## src/rtl/buzzer_tone_driver.sv

```systemverilog
// Square-wave buzzer driver: note code -> tone at elaboration-time half-periods.
// Optional amplitude envelope compiled in with `define BUZZER_DECAY_EN.
module buzzer_tone_driver #(
  parameter int CLK_FREQ    = 100_000_000,
  parameter int DECAY_TICKS = 1_000_000
) (
  input  logic       clk,
  input  logic       rst_n,
  input  logic [5:0] note,
  output logic       buzzer,
  output logic       busy
);

  function automatic int unsigned hp_of(input int n);
    int unsigned base;
    int unsigned f;
    int unsigned h;
    if (n < 1 || n > 21) return 1;
    case ((n - 1) % 7)
      0: base = 262;
      1: base = 294;
      2: base = 330;
      3: base = 349;
      4: base = 392;
      5: base = 440;
      default: base = 494;
    endcase
    f = base << ((n - 1) / 7);
    h = int'(CLK_FREQ) / (2 * f);
    return (h < 1) ? 1 : h;
  endfunction

  // Note 1 (C4) has the longest half-period, so it bounds the counter.
  localparam int unsigned HP_MAX = hp_of(1);
  localparam int CW = (HP_MAX > 1) ? $clog2(HP_MAX) : 1;

  typedef enum logic {IDLE, TONE} state_t;

  logic [CW-1:0] term_tab [32];

  for (genvar i = 0; i < 32; i++) begin : g_tab
    assign term_tab[i] = CW'(hp_of(i) - 1);
  end

  logic [5:0]    note_q;
  state_t        state_q, state_d;
  logic [4:0]    cur_q, cur_d;
  logic [CW-1:0] cnt_q, cnt_d;
  logic          phase_q, phase_d;
  logic          valid, start, gate;

  assign valid = (note_q != 6'd0) && (note_q <= 6'd21);

  always_ff @(posedge clk or negedge rst_n) begin
    if (!rst_n) begin
      note_q  <= '0;
      state_q <= IDLE;
      cur_q   <= '0;
      cnt_q   <= '0;
      phase_q <= 1'b0;
    end else begin
      note_q  <= note;
      state_q <= state_d;
      cur_q   <= cur_d;
      cnt_q   <= cnt_d;
      phase_q <= phase_d;
    end
  end

  always_comb begin
    state_d = state_q;
    cur_d   = cur_q;
    cnt_d   = cnt_q;
    phase_d = phase_q;
    start   = 1'b0;
    if (!valid) begin
      state_d = IDLE;
      cur_d   = '0;
      cnt_d   = '0;
      phase_d = 1'b0;
    end else if (state_q == IDLE || note_q[4:0] != cur_q) begin
      // Entry or restart: fresh high phase from count 0.
      state_d = TONE;
      cur_d   = note_q[4:0];
      cnt_d   = '0;
      phase_d = 1'b1;
      start   = 1'b1;
    end else if (cnt_q == term_tab[cur_q]) begin
      cnt_d   = '0;
      phase_d = ~phase_q;
    end else begin
      cnt_d   = cnt_q + CW'(1);
    end
  end

`ifdef BUZZER_DECAY_EN
  localparam int DW = (DECAY_TICKS > 1) ? $clog2(DECAY_TICKS) : 1;

  logic [3:0]    level_q, pwm_q;
  logic [DW-1:0] dcnt_q;

  always_ff @(posedge clk or negedge rst_n) begin
    if (!rst_n) begin
      level_q <= '0;
      pwm_q   <= '0;
      dcnt_q  <= '0;
    end else begin
      pwm_q <= pwm_q + 4'd1;
      if (!valid) begin
        level_q <= '0;
        dcnt_q  <= '0;
      end else if (start) begin
        level_q <= 4'd15;
        dcnt_q  <= '0;
      end else if (dcnt_q == DW'(DECAY_TICKS - 1)) begin
        dcnt_q <= '0;
        if (level_q > 4'd2) level_q <= level_q - 4'd1;
      end else begin
        dcnt_q <= dcnt_q + DW'(1);
      end
    end
  end

  assign gate = (pwm_q < level_q);
`else
  assign gate = 1'b1;
`endif

  assign busy   = (state_q == TONE);
  assign buzzer = busy & phase_q & gate;

endmodule

```

## config.mk

```make
export PLATFORM = sky130hd
export DESIGN_NAME = buzzer_tone_driver
export DESIGN_NICKNAME = d
export VERILOG_FILES = /design/src/rtl/buzzer_tone_driver.sv
export SDC_FILE = /design/constraint.sdc
export NUM_CORES = 1
export LEC_CHECK = 0
export BUFFER_PORTS_ARGS = -buffer_cell sky130_fd_sc_hd__buf_2
export CORE_MARGIN = 2
export CORE_UTILIZATION = 47
export CTS_CLUSTER_DIAMETER = 80
export DETAILED_ROUTE_END_ITERATION = 6
export PLACE_DENSITY_LB_ADDON = 0.05
export SYNTH_ARGS = -nofsm -noshare
export SYNTH_HDL_FRONTEND = slang
export SYNTH_SLANG_ARGS = --single-unit
```

## constraint.sdc

```tcl
create_clock -name clk -period 2.8 [get_ports clk]
set_input_delay 0.56 -clock clk [delete_from_list [all_inputs] [get_ports clk]]
set_output_delay 0.56 -clock clk [all_outputs]
set_load 0.01 [all_outputs]
```

==> results.tsv, run 1 <==
stage	metric	value	unit
outcome	outcome	finished with violations	
outcome	failing checks	setup timing	
route	WL final	6110	um
floorplan	die area	5720	um2
placement	Final Wtd Congestion	0.895	
timing	setup ws final	-0.0696	ns
global_route	antenna violations before repair	0	
cts	later-pin clock latency in the skew report	0.28	ns
power_and_ir_drop	P per Cell Area	368	nW/um2
yosys	register area share after synthesis	32.2	%
global_route	first-pass GRT wire length	9880	um
placement	Placed Area	2670	um2
yosys	Synth Warn #	0	
cts	CTS Buffer Depth	2	
yosys	Cell variety after synth	53	
timing	Worst Tran Pin Value	0.676	ns
setup_path	CP Capture Type	register	
global_route	Overflow after GRT	0	
final_layout	commonest non-fill, non-tap cell in the layout	dfrtp_1	
route	DRT iter0 DRCs	188	
yosys	synth top area cells	dfrtp_1 (32%), xor2_1 (7.3%), nor2_1 (5.1%)	
setup_path	arrival time worst endpoint	3.03	ns
yosys	flops & latches, synth	31	
yosys	Syn Area/Cell	8.67	um2
final_layout	most frequent cells in the layout	dfrtp_1 (30), nor2_1 (23), buf_4 (23), xor2_1 (20), nand2_1 (13)	
final_layout	layout cell share with drive strength beyond 1	21.4	%
hold_path	Tightest Hold Check Type	in2async	
floorplan	boundary pin count	10	
route	via/cell ratio	5.69	
floorplan	starting density of the core	47.8	%
global_route	most used routing layer	met2	
power_and_ir_drop	Clk pwr share	30.4	%
floorplan	Die Height	75.6	um
timing	skew final	0.00918	ns
global_route	GRT Total Usage	23.1	%
power_and_ir_drop	P_int	753	uW
yosys	Net Count, Synth	295	
yosys	Synth area leader	dfrtp_1	
cts	CTS Buf Count	5	
setup_path	largest fanout on the critical path	9	
yosys	fraction of registers with async set/reset	100	%
final_layout	area growth from synthesis to layout	19.9	%
setup_path	r2r setup slk	-0.07	ns
cts	Root Buffer	clkbuf_8	
power_and_ir_drop	Leakage Power	0.00122	uW
cts	Worst-path clk slew	0.06	ns
route	DRC violations left	0	
setup_path	Worst Path Required	2.96	ns
cts	htree depth	2	
yosys	prevailing post-synth register cell	dfrtp_1	
final_layout	non-filler instance count after layout	379	
global_route	global routing usage on met2	35.4	%
timing	Final period util	102	%
timing	hold_ws	0.322	ns
setup_path	critical path startpoint	cur_q[0]$_DFFE_PN0P_	
timing	RSZ-0062 raised after global routing	yes	
yosys	Mapped Area	2410	um2
timing	Tmin final	2.87	ns
final_layout	# diodes	0	
global_route	met1 GRT Util	32.7	%
power_and_ir_drop	Max rail drop VDD	0.000377	V
power_and_ir_drop	sw power	309	uW
run	Max Cap Viol	0	
final_layout	final design area excluding fillers	2890	um2
cts	clk sinks	31	
route	Routed WL per cell	16.1	um
setup_path	worst r2r src	cur_q[0]$_DFFE_PN0P_	
cts	TritonCTS clock tree	yes	
floorplan	site row count	26	
yosys	Mapped Cells	278	
floorplan	CORE AREA	5040	um2
final_layout	Fillers	472	
power_and_ir_drop	sw frac	29.1	%
yosys	Synth top area share	32.2	%
timing	Final Hold Fails	0	
placement	I/O Buffers	9	
placement	Final HPWL DP	4500	um
final_layout	footprint of the multi-input gates	1580	um2
yosys	EDFF count, synth	0	
timing	Rel. slew slack	54.9	%
power_and_ir_drop	Gate power share	25.2	%
final_layout	storage element area	777	um2
floorplan	die width	75.6	um
route	total number of vias	2158	
power_and_ir_drop	Overall Power	1060	uW
timing	Pins Over Slew Limit	0	
timing	max frequency	348	MHz
final_layout	Layout Nets	325	
setup_path	Setup CP Type	reg2reg	
route	1st-pass router iterations	5	
global_route	number of global-route vias before repair	1988	
setup_path	Setup crit start kind	register	
power_and_ir_drop	sequential cell fraction of total power	44.4	%
global_route	Global Route met3 Usage	3.57	%
final_layout	Util after Layout	57.3	%
global_route	pin count of the biggest net entering global routing	32	
placement	Cells after DPL	366	
timing	final setup fails	19	
route	post-route ant nets	0	
[path summary, 6_finish.rpt]
| path | to | cells past startpoint |
|---|---|---|
| max reg2reg | cnt_q[12]$_DFF_PN0_ | 12 |
| min in group clk | note_q[0]$_DFF_PN0_ | 1 |
| max | cnt_q[12]$_DFF_PN0_ | 12 |
| min reg2reg | busy$_DFFE_PN0P_ | 2 |
| min | note_q[0]$_DFF_PN0_ | 1 |
| max in group asynchronous | cur_q[1]$_DFFE_PN0P_ | 1 |
[cell type report]
type / count / area share [%]
clock inverters: 1 / 0.173
repair buffers: 38 / 11.1
clock buffers: 7 / 2.64
multi-input cells: 224 / 54.7
flip-flops and latches: 31 / 26.9
inverters: 8 / 1.39
well taps: 70 / 3.03
[logic make-up (layout without fill, tap and decap cells)]
family,Yosys count,count (layout),synth area share (%)
and+or+nand+nor,119,119,26.7
AOI/OAI and AO/OA,60,60,18.1
DFF,31,31,32.2
xor gates and xnor gates,29,29,10.5
buffers and inverters,23,54,4.78
adders and majority gates,9,9,4.67
muxes,7,7,2.96
[worst max-delay path: stages (launching register included)]
cell       delay [ns]
dfrtp_1          0.41
clkinv_4         0.10
ha_4             0.30
nand2_4          0.05
and3_4           0.15
or4_1            0.46
a222oi_1         0.36
nand4b_1         0.21
buf_4            0.19
o31ai_4          0.17
buf_6            0.16
clkbuf_16        0.15
nor2_1           0.04
[registers in the layout, indices dropped and copies added, names as in the netlist]
name / flops
cnt_q: 18
busy: 1
cur_q: 5
note_q: 6
phase_q: 1
[synth_stat cells (all sizes together), types with 2 or more instances]
cell	n
xor2	20
nor4	2
nand4	7
ha	9
or3	2
or4	5
nand2b	11
and2	8
inv	8
nor3	3
buf	12
a31oi	3
nand4b	2
a21oi	12
o211ai	3
nand3	9
nor2b	8
xnor2	9
clkbuf	3
o21ai	6
a21boi	2
o211a	2
and3	7
or2b	2
o31ai	7
a221oi	3
a211oi	7
dfrtp	31
nor3b	2
a21o	4
nand2	14
mux2i	6
nor2	33
or2	2
[through the flow]
stage / setup TNS (ns) / setup WS, ns
6_report: -1.00 / -0.0696
4_1_cts: -0.0195 / -0.0195
5_1_grt: -2.77 / -0.155
3_3_place_gp: -0.286 / -0.0678
3_5_place_dp: -0.450 / -0.0741
2_1_floorplan: -0.0540 / -0.0540
[power groups by stage]
stage / Clock, uW / Sequential [uW] / Combinational (uW)
floorplan: 0 / 475 / 182
global placement: 0 / 480 / 261
detailed placement: 0 / 479 / 258
CTS: 336 / 471 / 263
finish: 323 / 472 / 268
global route: 356 / 473 / 294
[timing repair]
item,CTS,global route
endpoints found under the setup margin,19,19
gates resized for setup,2,19
setup buffers,1,2
pin swaps,3,4
cloned,0,2
hold buffers,0,0
[metal layers]
layer  up-vias  wire [um]
li1       1057          -
met1      1041       2850
met2        52       2900
met3         8        226
met4         0        132
met5         -          0
Power figures use the tool's default switching activity.
==> run 2: changes to the inputs <==
CELL_PAD_IN_SITES_DETAIL_PLACEMENT = 1   (was default)
CELL_PAD_IN_SITES_GLOBAL_PLACEMENT = 2   (was default)
CORE_UTILIZATION = 35   (was 47)
CTS_BUF_LIST = sky130_fd_sc_hd__clkbuf_4 sky130_fd_sc_hd__clkbuf_8 sky130_fd_sc_hd__clkbuf_16   (was default)
==> run 2 against run 1 <==
  * The flow still finishes with violations (setup timing)
  * Worst setup slack improved by 0.0055 ns
  * Largest cell class unchanged
  * Flip-flop and latch count unchanged
  * Global-route usage decreased by 1.5 points
==> results.tsv, run 2 (synthesized netlist as in run 1, its figures left out) <==
stage	metric	value	unit	change
timing	setup ws final	-0.0641	ns	was -0.0696 ns
timing	Tmin final	2.86	ns	was 2.87 ns
timing	Worst Tran Pin Value	0.689	ns	was 0.676 ns
route	via/cell ratio	5.53		was 5.69
final_layout	biggest registers after layout	cnt_q x18, note_q x6, cur_q x5		unchanged
floorplan	starting density of the core	35.9	%	was 47.8%
cts	TritonCTS clock tree	yes		unchanged
placement	I/O Buffers	9		unchanged
global_route	Overflow after GRT	0		unchanged
route	post-route ant nets	0		unchanged
route	DRC violations left	0		unchanged
global_route	GRT Total Usage	21.6	%	was 23.1%
setup_path	r2r setup slk	-0.06	ns	was -0.07 ns
placement	Cells after DPL	385		was 366
placement	Placed Area	2770	um2	was 2670 um2
final_layout	commonest non-fill, non-tap cell in the layout	nor2_1		was dfrtp_1
timing	max frequency	349	MHz	was 348 MHz
cts	CTS Buf Count	5		unchanged
route	DRT iter0 DRCs	99		was 188
floorplan	die width	87.0	um	was 75.6 um
route	Routed WL per cell	18.9	um	was 16.1 um
power_and_ir_drop	Leakage Power	0.00124	uW	was 0.00122 uW
timing	Final Hold Fails	0		unchanged
route	total number of vias	2174		was 2158
final_layout	area growth from synthesis to layout	20.5	%	was 19.9%
setup_path	reg2reg path depth	11		was 12
route	1st-pass router iterations	4		was 5
timing	Setup TNS	-1.03	ns	was -1.00 ns
cts	Worst-path clk slew	0.06	ns	about the same
floorplan	Die Height	87.0	um	was 75.6 um
cts	Root Buffer	clkbuf_8		unchanged
timing	Rel. slew slack	54.1	%	was 54.9%
cts	CTS Buffer Depth	2		unchanged
placement	Final Wtd Congestion	0.826		was 0.895
final_layout	layout cell share with drive strength beyond 1	21.4	%	about the same
setup_path	Setup CP Type	reg2reg		unchanged
placement	Final HPWL DP	5760	um	was 4500 um
setup_path	Setup crit start kind	register		unchanged
outcome	outcome	finished with violations		unchanged
timing	Pins Over Slew Limit	0		unchanged
cts	clk sinks	31		unchanged
floorplan	site row count	30		was 26
global_route	pin count of the biggest net entering global routing	42		was 32
timing	final setup fails	19		unchanged
timing	skew final	0.00669	ns	was 0.00918 ns
setup_path	Reg-to-Reg End	cnt_q[4]$_DFF_PN0_		was cnt_q[12]$_DFF_PN0_
cts	later-pin clock latency in the skew report	0.28	ns	about the same
power_and_ir_drop	Max rail drop VDD	0.000249	V	was 0.000377 V
floorplan	CORE AREA	6720	um2	was 5040 um2
cts	htree depth	2		unchanged
floorplan	boundary pin count	10		unchanged
power_and_ir_drop	P per Cell Area	386	nW/um2	was 368 nW/um2
placement	post-placement setup slack	-0.159	ns	was -0.0741 ns
setup_path	CP Capture Type	register		unchanged
final_layout	max reg flops	18		unchanged
timing	Final period util	102	%	about the same
hold_path	Tightest Hold Check Type	in2async		unchanged
setup_path	arrival time worst endpoint	3.03	ns	about the same
final_layout	Biggest register	cnt_q		unchanged
final_layout	most frequent cells in the layout	nor2_1 (33), buf_4 (30), dfrtp_1 (29), xor2_1 (20), nand2_1 (13)		was dfrtp_1 (30), nor2_1 (23), buf_4 (23), xor2_1 (20), nand2_1 (13)
final_layout	# diodes	0		unchanged
global_route	number of global-route vias before repair	2248		was 1988
setup_path	Worst Path Required	2.96	ns	about the same
global_route	first-pass GRT wire length	12300	um	was 9880 um
final_layout	Layout Nets	330		was 325
setup_path	largest fanout on the critical path	18		was 9
run	Max Cap Viol	0		unchanged
global_route	antenna violations before repair	0		unchanged
final_layout	final design area excluding fillers	2900	um2	was 2890 um2
route	WL final	7420	um	was 6110 um
setup_path	worst r2r src	cur_q[1]$_DFFE_PN0P_		was cur_q[0]$_DFFE_PN0P_
final_layout	non-filler instance count after layout	393		was 379
outcome	failing checks	setup timing		unchanged
timing	RSZ-0062 raised after global routing	yes		unchanged
floorplan	die area	7560	um2	was 5720 um2
[run 2: cell count changes in the layout (fill, tap and decap cells not counted), moves of 2 or more]
cell,previous run,this run
buf_4,23,30
ha_1,7,5
clkbuf_16,2,0
nor2_1,23,33
nor2_2,6,0
clkbuf_1,2,0
nor2_4,4,0
[run 2: report_power, final]
| group | total, uW | switching [uW] | leakage, uW | internal (uW) |
|---|---|---|---|---|
| clock | 351 | 159 | 0.0000470 | 192 |
| combinational | 297 | 161 | 0.000781 | 136 |
| sequential | 471 | 12.8 | 0.000410 | 459 |
[run 2: worst max-delay path by stage]
stage                                    start             endpoint  slack, ns  cells past startpoint
after CTS                 cur_q[1]$_DFFE_PN0P_   cnt_q[4]$_DFF_PN0_      -0.04                     11
after detailed placement  cur_q[0]$_DFFE_PN0P_  phase_q$_DFFE_PN0P_      -0.16                      9
after global routing      cur_q[0]$_DFFE_PN0P_   cnt_q[0]$_DFF_PN0_      -0.20                     11
after floorplan           cur_q[0]$_DFFE_PN0P_  phase_q$_DFFE_PN0P_      -0.05                     11
final                     cur_q[1]$_DFFE_PN0P_   cnt_q[4]$_DFF_PN0_      -0.06                     11
after global placement    cur_q[0]$_DFFE_PN0P_  phase_q$_DFFE_PN0P_      -0.03                      9
[run 2: area by class of cell]
class,instances,area [um2]
Fill cell,811,3820
Multi-Input combinational cell,224,1560
Sequential cell,31,778
Timing Repair Buffer,43,333
Tap cell,80,100
Clock buffer,6,82.6
Inverter,8,40.0
Clock inverter,1,5.00
[run 2: repair_timing]
| item | 4_1_cts | 5_1_grt |
|---|---|---|
| setup buffers | 1 | 0 |
| setup endpoints to repair | 19 | 19 |
| hold buffers | 0 | 0 |
| gates cloned | 0 | 0 |
| pin swaps | 3 | 3 |
| gates resized for setup | 2 | 11 |
[run 2: layer usage]
metal	GRT usage (%)	vias up	part of all wire (%)
met4	6.39	0	2.0
li1	-	1063	-
met2	34.7	25	47
met5	0	-	0
met1	30.5	1076	49
met3	2.27	10	2.3
[run 2: critical path, cell delays in order, from the launching register on]
cell and delay [ns]:
dfrtp_1 0.43, inv_6 0.06, ha_4 0.30, nand2_4 0.05, and3_4 0.15, or4_4 0.46, a222oi_1 0.41, nand4b_1 0.22
buf_4 0.20, o31ai_4 0.21, buf_12 0.19, nor2_1 0.06
[run 2: through the flow]
step	hold WS (ns)	util, %	power, uW
3_3_place_gp	0.549	41.2	763
3_5_place_dp	0.558	41.2	765
2_1_floorplan	0.264	-	657
6_report	0.319	43.2	1120
5_1_grt	0.368	43.2	1180
4_1_cts	0.341	42.7	1130
